[src/rtl/rr_stream_mux.sv]
// rr_stream_mux: NCH-channel valid/ready stream mux with round-robin grant and a registered output stage.
// Define RR_STREAM_MUX_FIXED_SEL_EN to replace round-robin with an external sel input.
module rr_stream_mux #(
  parameter int NCH = 16,
  parameter int WIDTH = 8,
  localparam int SELW = $clog2(NCH)
) (
  input  logic                 clk,
  input  logic                 rst,
  input  logic [NCH*WIDTH-1:0] in_data,
  input  logic [NCH-1:0]       in_valid,
  output logic [NCH-1:0]       in_ready,
  output logic [WIDTH-1:0]     out_data,
  output logic [SELW-1:0]      out_ch,
  output logic                 out_valid,
  input  logic                 out_ready
`ifdef RR_STREAM_MUX_FIXED_SEL_EN
  ,
  input  logic [SELW-1:0]      sel
`endif
);
  logic [SELW-1:0] g;
  logic any;
  logic load;
`ifdef RR_STREAM_MUX_FIXED_SEL_EN
  always_comb begin
    g = sel;
    any = (int'(sel) < NCH) && in_valid[sel];
  end
`else
  logic [SELW-1:0] ptr;
  logic [SELW-1:0] idx;
  // Scan from farthest to nearest so the nearest valid channel after ptr wins.
  always_comb begin
    g = '0;
    any = 1'b0;
    idx = '0;
    for (int i = NCH; i >= 1; i--) begin
      idx = SELW'((int'(ptr) + i) % NCH);
      if (in_valid[idx]) begin
        g = idx;
        any = 1'b1;
      end
    end
  end
  always_ff @(posedge clk) begin
    if (rst) ptr <= SELW'(NCH - 1);
    else if (load) ptr <= g;
  end
`endif
  assign load = !rst && (!out_valid || out_ready) && any;
  assign in_ready = load ? (NCH'(1) << g) : '0;
  always_ff @(posedge clk) begin
    if (rst) begin
      out_valid <= 1'b0;
      out_data <= '0;
      out_ch <= '0;
    end else if (load) begin
      out_valid <= 1'b1;
      out_data <= in_data[g*WIDTH +: WIDTH];
      out_ch <= g;
    end else if (out_ready) begin
      out_valid <= 1'b0;
    end
  end
endmodule
[config.mk]
export PLATFORM = sky130hd
export DESIGN_NAME = rr_stream_mux
export DESIGN_NICKNAME = d
export VERILOG_FILES = /design/src/rtl/rr_stream_mux.sv
export SDC_FILE = /design/constraint.sdc
export NUM_CORES = 1
export LEC_CHECK = 0
export ABC_CLOCK_PERIOD_IN_PS = 7600
export BUFFER_PORTS_ARGS = -buffer_cell sky130_fd_sc_hd__buf_4
export CAP_MARGIN = 20
export CORE_AREA = 2 2 107 109
export CTS_CLUSTER_DIAMETER = 50
export CTS_CLUSTER_SIZE = 24
export DETAILED_ROUTE_END_ITERATION = 10
export DIE_AREA = 0 0 109 111
export GPL_TIMING_DRIVEN = 0
export PLACE_DENSITY = 0.66
export SYNTH_ARGS = -nofsm -noshare
export SYNTH_HDL_FRONTEND = slang
export SYNTH_SLANG_ARGS = --single-unit
[constraint.sdc]
create_clock -name clk -period 7.6 [get_ports clk]
set_input_delay 0.38 -clock clk [delete_from_list [all_inputs] [get_ports clk]]
set_output_delay 0.38 -clock clk [all_outputs]
set_load 0.01 [all_outputs]
; ---- Word level (Yosys, flattened, before mapping)
; Cells that the tools add are included.
[totals]
reg_bits = 17
latch_bits = 0
ram_bits = 0
mem_bits_ro = 0
in_bits = 147
out_inout_bits = 29
word_cells = 111
mem_count = 0
[op_classes]
addsub = 16
n_mul = 0
n_div = 0
order_cmp = 16
n_eq_ne = 0
n_shift = 2
n_mux = 67
bitwise_logic = 0
reduce_logical = 6
[op_table]
columns = cell, n
row1 = indexed part select 128 x 8 -> 8 bit, 1
row2 = less-than comparator 4 x 5 -> 1 bit (second input constant), 16
row3 = binary-select mux 1 bit (select 4 bit), 16
row4 = two-way mux 4 bit, 16
row5 = two-way mux 1 bit, 34
row6 = adder 4 bit (second input constant), 8
row7 = adder 4 x 3 -> 4 bit (second input constant), 4
row8 = two-way mux 16 bit, 1
row9 = << shifter 1 x 4 -> 16 bit (first input constant), 1
row10 = adder 4 x 1 -> 4 bit (second input constant), 2
row11 = adder 4 x 2 -> 4 bit (second input constant), 2
row12 = logical AND 1 bit, 2
row13 = logical NOT 1 bit, 2
row14 = nonzero test 2 bit, 1
row15 = logical OR 1 bit, 1

; ---- Logic depth before layout (Yosys ltp)
; Gate-level depths: netlist (run 1).
[logic_depth]
word_depth = 21
ltp_mapped = 21
mapped_depth_nobuf = 14

; ---- Worst setup path after synthesis (run 1)
; OpenSTA, ideal clock, no wires.
[synth_timing]
path_kind = register to output
start = register ptr[1]
end = output port in_ready[1]
arrival_time_ns = 4.203
required_time_ns = 7.220
slack_ns = 3.017
path_stages_with_launch = 19
path_buffers = 6
cell_sequence = dfxtp_1 buf_4 buf_2 inv_1 ha_1 buf_6 buf_6 mux2i_1 mux2_1 mux2_2 mux2i_4 mux2_2 a2111oi_4 o31ai_4 nand2_4 buf_6 buf_4 nand2_1 nor2b_1
[synth_between]
elab_chain_len = 21
word_cells_on_any_way = 83
classes_between = add/sub (16) / shift (1) / mux (65) / reduce/logical (1)
[synth_lines]
columns = item, line_no
row1 = from (decl), 31  ; logic [SELW-1:0] ptr;
row2 = from (signal assigned), 47  ; if (rst) ptr <= SELW'(NCH - 1);
row3 = from (signal assigned), 48  ; else if (load) ptr <= g;
row4 = adder 4 x 1 -> 4 bit, 39  ; idx = SELW'((int'(ptr) + i) % NCH);
row5 = binary-select mux 1 bit (select 4 bit), 40  ; if (in_valid[idx]) begin
row6 = two-way mux 1 bit (not written as such), 40
row7 = two-way mux 4 bit / two-way mux 1 bit (equally long branches) (16 in series), 40
row8 = << shifter 1 x 4 -> 16 bit / logical AND 1 bit (equally long branches), "52, 51"
row9 = two-way mux 16 bit (*), 52  ; assign in_ready = load ? (NCH'(1) << g) : '0;
row10 = to (decl), 12  ; output logic [NCH-1:0] in_ready,
; Mark *: on every way between the ends. The rest lies on a longest branch, timed or not. The select of a mux whose other input is x is not followed.

; ---- Worst setup path in the final report (run 1)
[layout_timing]
start = register ptr[1]
end = output port in_ready[2]
; Same word-level chain as after synthesis.

==> results of run 1 <==
[state kept, by name (all words and copies together), names as in the netlist]
register	cells
out_data	8
out_ch	4
ptr	4
out_valid	1
[area by class of cell]
type	instances	area, µm²
buffer	42	315
tap	143	179
clock inverter	1	5.00
multi-input combinational	456	3840
fill	1008	4980
sequential	17	340
inverter	8	30.0
timing repair buffer	175	1310
clock buffer	3	75.1
[metrics by stage]
step | instance area [µm²] | hold WS (ns) | instances
after floorplan | 4530 | 0.449 | 523
after global placement | 6020 | 0.452 | 841
after detailed placement | 6020 | 0.462 | 841
after CTS | 6100 | 0.353 | 845
after global routing | 6100 | 0.359 | 845
final | 6100 | 0.350 | 845
[how the worst max path moves through the flow]
stage,to,slack (ns),cells after the start
final,in_ready[2],1.66,19
after global routing,in_ready[2],1.28,19
after CTS,in_ready[2],1.78,19
after detailed placement,out_data[6]$_SDFFE_PP0P_,2.02,20
after global placement,out_data[5]$_SDFFE_PP0P_,2.01,20
after floorplan,in_ready[1],3.02,18
[cell families after synthesis]
logic type | after synthesis | synth area share, %
simple gates | 149 | 15.6
fa+ha+maj | 7 | 1.94
compound gates | 134 | 21.8
flops | 17 | 7.52
buf+inv | 50 | 7.63
xor+xnor | 12 | 2.90
mux | 154 | 42.7
[routing by layer]
metal	track usage, %	vias to the layer above	wire (µm)
li1	-	2403	-
met1	35.5	2414	6920
met3	2.76	32	1050
met5	0	-	0
met2	52.6	227	9190
met4	6.67	0	482
[critical path: cells and delay by family (launching register included)]
kind	cells	cell delay, ns
AOI/OAI and AO/OA	5	1.32
adders and majority gates	1	0.46
buffers and inverters	7	1.68
DFF	1	0.38
muxes	2	0.44
and+or+nand+nor	4	1.02
[cell usage in the layout (no fill, tap or decap), types with 8 or more instances in the layout]
cell type	count
sky130_fd_sc_hd__buf_4	182
sky130_fd_sc_hd__mux2i_1	102
sky130_fd_sc_hd__nor2_1	49
sky130_fd_sc_hd__nand2_1	37
sky130_fd_sc_hd__mux4_2	26
sky130_fd_sc_hd__a21oi_1	23
sky130_fd_sc_hd__mux2_2	21
sky130_fd_sc_hd__o21ai_0	17
sky130_fd_sc_hd__o22ai_1	17
sky130_fd_sc_hd__dfxtp_1	17
sky130_fd_sc_hd__nand3_1	15
sky130_fd_sc_hd__buf_6	12
sky130_fd_sc_hd__a211oi_1	11
sky130_fd_sc_hd__buf_2	10
sky130_fd_sc_hd__clkbuf_1	9
sky130_fd_sc_hd__o211ai_1	9
sky130_fd_sc_hd__nor3_1	8
sky130_fd_sc_hd__nor2b_1	8
==> impl_metrics.toml, run 1 <==
[outcome]
outcome = "completed"

[drt]
drt_first_pass_iters = 5
detail_route.wl_per_cell_um = 20.9
drc = 0
via_count = 5076
ant_nets = 0
detailedRoute.firstIterationViolations = 280
post_drt_via_cell_ratio = 6.01
finalWirelength_um = 17600

[worst_hold_path]
hold_path_end = "out_valid$_SDFFE_PP0P_"
holdCritPathClass = "in2reg"
holdPathStages = 2
min_from = "rst"

[setup_path]
slowest_delay_ns = 0.71
worst_r2r_path_depth = 20
crit_path_max_fanout = 10
worstPathCellList = "buf_4, buf_2, inv_1, ha_1, buf_6, buf_6, mux2i_1, mux2_1, o22ai_1, a211oi_1, nand2_1, nor4_1, a221o_1, a21oi_1, a21oi_1, clkbuf_1, nor2b_1, nor3b_1, buf_4"
critPathLaunchType = "flip-flop"
critical_path.reg2reg.startpoint = "ptr[1]$_SDFFE_PP1P_"
reg_to_reg_critical_path_endpoint = "out_data[5]$_SDFFE_PP0P_"
cp_slowest_cell = "sky130_fd_sc_hd__a211oi_1"
path_class = "reg2out"
data_arrival_time_at_the_worst_slack_endpoint_ns = 5.56
critical_path_required_ns = 7.22
worst_setup_path_end_kind = "output pin"
cp-startpoint = "ptr[1]$_SDFFE_PP1P_"
reg2reg_slack_ns = 1.99

[place]
post-dp-hpwl_um = 14800
pre_cts_slack_ns = 2.02
port_buffers = 175
place.gp.congestion = 0.986

[timing]
worst_slew_margin_rel_pct = 26.4
tightest_slew_ns = 1.09
finalClockSkew_ns = 0.00202
min_period_over_period_pct = 78.1
period_minus_slack_ns = 5.94
setup_slack_ns = 1.66
finalSetupViolCount = 0
max_freq_mhz = 168
timing.setup.tns_ns = 0
final_max_slew_viol_count = 0
report.final.hold_viol_count = 0
rsz0062_at_grt = "no"

[synth]
synth-async-reset-ratio_pct = 0
syn-instance-count = 523
synthDominantCellAreaShare_pct = 22.6
yosys_warnings = 0
synth_seq_area_share_pct = 7.52
netlist.top_cell.by_area = "sky130_fd_sc_hd__mux2i_1"
yosys_register_bits = 17
post_synth_num_cell_types = 74
synth_edf_count = 0
post_synth.cell_area_avg_um2 = 8.65
top_post_synthesis_cells_by_area = "sky130_fd_sc_hd__mux2i_1 (23%), sky130_fd_sc_hd__mux4_2 (13%), sky130_fd_sc_hd__dfxtp_1 (7.5%)"
synthesis.area_um2 = 4530
net_count_after_synthesis = 677
synthTopCellsByCount = "sky130_fd_sc_hd__mux2i_1 (102), sky130_fd_sc_hd__nor2_1 (49), sky130_fd_sc_hd__nand2_1 (37), sky130_fd_sc_hd__mux4_2 (26), sky130_fd_sc_hd__a21oi_1 (23)"
synthMostInstantiatedCell = "sky130_fd_sc_hd__mux2i_1"
yosys_most_used_dff = "sky130_fd_sc_hd__dfxtp_1"

[grt]
number_of_antenna_violations_at_the_first_check_in_global_routing = 0
grt_pass1_vias = 5108
grt_first_pass_wirelength_um = 27200
groute.usage.overall_pct = 28.7
grt_remaining_overflow = 0
grt_start_max_net_pins = 11

[cells_and_area]
final_core_util_pct = 55.1
final_net_count = 857
layout-drive-gt1-share_pct = 39.5
insertedDiodeCount = 0
layout-area-overhead-vs-synth_pct = 34.8

[clocking]
tritoncts_num_sinks = 17
clk_pin_slew_ns = 0.05
max-clock-path-buffers = 2
clkLatencyLatePin_ns = 0.25
ctsRootBufferMaster = "sky130_fd_sc_hd__clkbuf_16"
holdBufCountCts = 0
tritoncts = "done"
cts.repair.resized = 0
h-tree-depth = 1
cts_setup_buffers = 0
tritoncts.num_buffers = 3

[die]
core_region_area_um2 = 11100
dieHeight_um = 111
pin_count = 176
die_area_um2 = 12100
rows = 39
die_w_um = 109
starting_density_pct = 40.9

[job]
cap_violations = 0
Power of run 1 is left out: the tool's default activity adds up to more than one toggle a clock period on the data nets, which glitch-free logic cannot reach.
==> run 2, diff against run 1 <==
Settings changed: ABC_CLOCK_PERIOD_IN_PS 7600 to 6040.
Clock period 7.6 ns to 6.04 ns, I/O delays scaled along.
==> run 2 against run 1 <==
  * Die area unchanged
  * Critical path type unchanged
  * Sequential share of layout area hardly changed
  * Global-route usage did not move
==> impl_metrics.toml, run 2 (synthesis gave the netlist of run 1 again) <==
[timing]
worst_slew_margin_rel_pct = 46.6
final_max_slew_viol_count = 0
period_minus_slack_ns = 5.75
finalClockSkew_ns = 0.00131
min_period_over_period_pct = 95.2
tightest_slew_ns = 0.798
rsz0062_at_grt = "no"
report.final.hold_viol_count = 0
timing.setup.tns_ns = 0
max_freq_mhz = 174
finalSetupViolCount = 0

[drt]
detailedRoute.firstIterationViolations = 313
drc = 0
ant_nets = 0
via_count = 5120
detail_route.wl_per_cell_um = 20.9
finalWirelength_um = 17700
post_drt_via_cell_ratio = 6.06
drt_first_pass_iters = 5

[grt]
groute.usage.overall_pct = 28.7
number_of_antenna_violations_at_the_first_check_in_global_routing = 0
grt_remaining_overflow = 0
grt_start_max_net_pins = 11
grt_pass1_vias = 5108
grt_first_pass_wirelength_um = 27200

[place]
post-dp-hpwl_um = 14800
place.gp.congestion = 0.986
port_buffers = 175

[clocking]
max-clock-path-buffers = 2
tritoncts = "done"
tritoncts_num_sinks = 17
clk_pin_slew_ns = 0.05
ctsRootBufferMaster = "sky130_fd_sc_hd__clkbuf_16"
clkLatencyLatePin_ns = 0.25
tritoncts.num_buffers = 3
h-tree-depth = 1
holdBufCountCts = 0

[cells_and_area]
largest_register = "out_data"
layout-area-overhead-vs-synth_pct = 35.0
largest_reg_flops = 8
filler_cell_count = 1007
biggestRegsByFlops = "out_data: 8 flops, out_ch: 4 flops, ptr: 4 flops"
layout.cells.most_common = "sky130_fd_sc_hd__buf_4"
highest_count_cells_in_the_layout_ignoring_fill_and_taps = "sky130_fd_sc_hd__buf_4 (182), sky130_fd_sc_hd__mux2i_1 (102), sky130_fd_sc_hd__nor2_1 (49)"
insertedDiodeCount = 0
layout-drive-gt1-share_pct = 39.9
final_net_count = 857

[setup_path]
critPathTopFamily = "buffers and inverters"
path_class = "reg2out"
worst_setup_path_end_kind = "output pin"
crit_path_max_fanout = 10
cp_slowest_cell = "sky130_fd_sc_hd__ha_1"
buffer_and_inverter_count_on_the_worst_path = 8
critical_path_required_ns = 5.74
slowest_delay_ns = 0.46
data_arrival_time_at_the_worst_slack_endpoint_ns = 5.45
critPathLaunchType = "flip-flop"
worstPathCellList = "buf_4, buf_2, inv_1, ha_1, buf_6, buf_6, mux2i_1, mux2_1, mux2_2, mux2i_4, mux2_2, a2111oi_4, o31ai_4, nand2_4, buf_6, buf_4, nand2_1, nor2_1, buf_4"

[die]
pin_count = 176
starting_density_pct = 40.9
die_w_um = 109
dieHeight_um = 111
core_region_area_um2 = 11100
rows = 39
die_area_um2 = 12100

[job]
cap_violations = 0

[worst_hold_path]
holdCritPathClass = "in2reg"

[outcome]
outcome = "completed"
## run 2: cell counts in the layout (fill, tap and decap cells not counted)
Identical to the previous run, type by type.
## run 2: worst paths after layout
kind                            slack [ns]                       end              startpoint  cells past startpoint
worst max-delay path                  0.29               in_ready[9]     ptr[1]$_SDFFE_PP1P_                     19
worst min-delay path                  0.27    out_valid$_SDFFE_PP0P_                     rst                      2
worst max register to register        0.38  out_data[6]$_SDFFE_PP0P_     ptr[1]$_SDFFE_PP1P_                     20
worst min register to register        0.47    out_ch[0]$_SDFFE_PP0P_  out_ch[0]$_SDFFE_PP0P_                      2
## run 2: cell type report
type / count / area [µm²] / area share [%]
Timing Repair Buffer: 175 / 1310 / 21.5
Clock inverter: 1 / 5.00 / 0.0819
Sequential cell: 17 / 340 / 5.57
Tap cell: 143 / 179 / 2.93
Inverter: 8 / 30.0 / 0.492
Multi-Input combinational cell: 456 / 3850 / 63.0
Buffer: 42 / 317 / 5.18
Clock buffer: 3 / 75.1 / 1.23
## run 2: stage by stage
stage	cell area [µm²]	hold slack [ns]	instances	utilization, %	worst slack (ns)
floorplan	4530	0.371	523	-	1.47
global placement	6020	0.452	841	54.3	0.453
detailed placement	6020	0.462	841	54.3	0.460
CTS	6100	0.275	845	55.1	0.298
global route	6110	0.281	845	55.2	0.0194
finish	6110	0.272	845	55.2	0.291
## run 2: routing by layer
layer | wire length (µm) | global-route usage [%] | vias up | part of all wire [%]
li1 | - | - | 2411 | -
met1 | 6750 | 35.5 | 2427 | 38
met2 | 9240 | 52.6 | 245 | 52
met3 | 1190 | 2.76 | 37 | 6.7
met4 | 498 | 6.67 | 0 | 2.8
met5 | 0 | 0 | - | 0
## run 2: what timing repair did
item	4_1_cts	5_1_grt
hold endpoints to repair	0	0
setup endpoints to repair	0	5
buffers inserted	0	0
gates resized for setup	0	4
## run 2: worst register-to-register path, stage by stage (launching register included)
cell                       delay (ns)
sky130_fd_sc_hd__dfxtp_1         0.38
sky130_fd_sc_hd__buf_4           0.23
sky130_fd_sc_hd__buf_2           0.30
sky130_fd_sc_hd__inv_1           0.23
sky130_fd_sc_hd__ha_1            0.46
sky130_fd_sc_hd__buf_6           0.20
sky130_fd_sc_hd__mux4_2          0.38
sky130_fd_sc_hd__and2_1          0.20
sky130_fd_sc_hd__o211ai_1        0.35
sky130_fd_sc_hd__o31a_1          0.36
sky130_fd_sc_hd__nand3_1         0.20
sky130_fd_sc_hd__nor4_2          0.64
sky130_fd_sc_hd__or3b_1          0.20
sky130_fd_sc_hd__buf_4           0.15
sky130_fd_sc_hd__nor2b_1         0.05
sky130_fd_sc_hd__buf_2           0.17
sky130_fd_sc_hd__nand2_1         0.14
sky130_fd_sc_hd__buf_2           0.26
sky130_fd_sc_hd__nor2_1          0.08
sky130_fd_sc_hd__or3_1           0.40
sky130_fd_sc_hd__o311a_1         0.14
Power of run 2 is left out for the same reason.
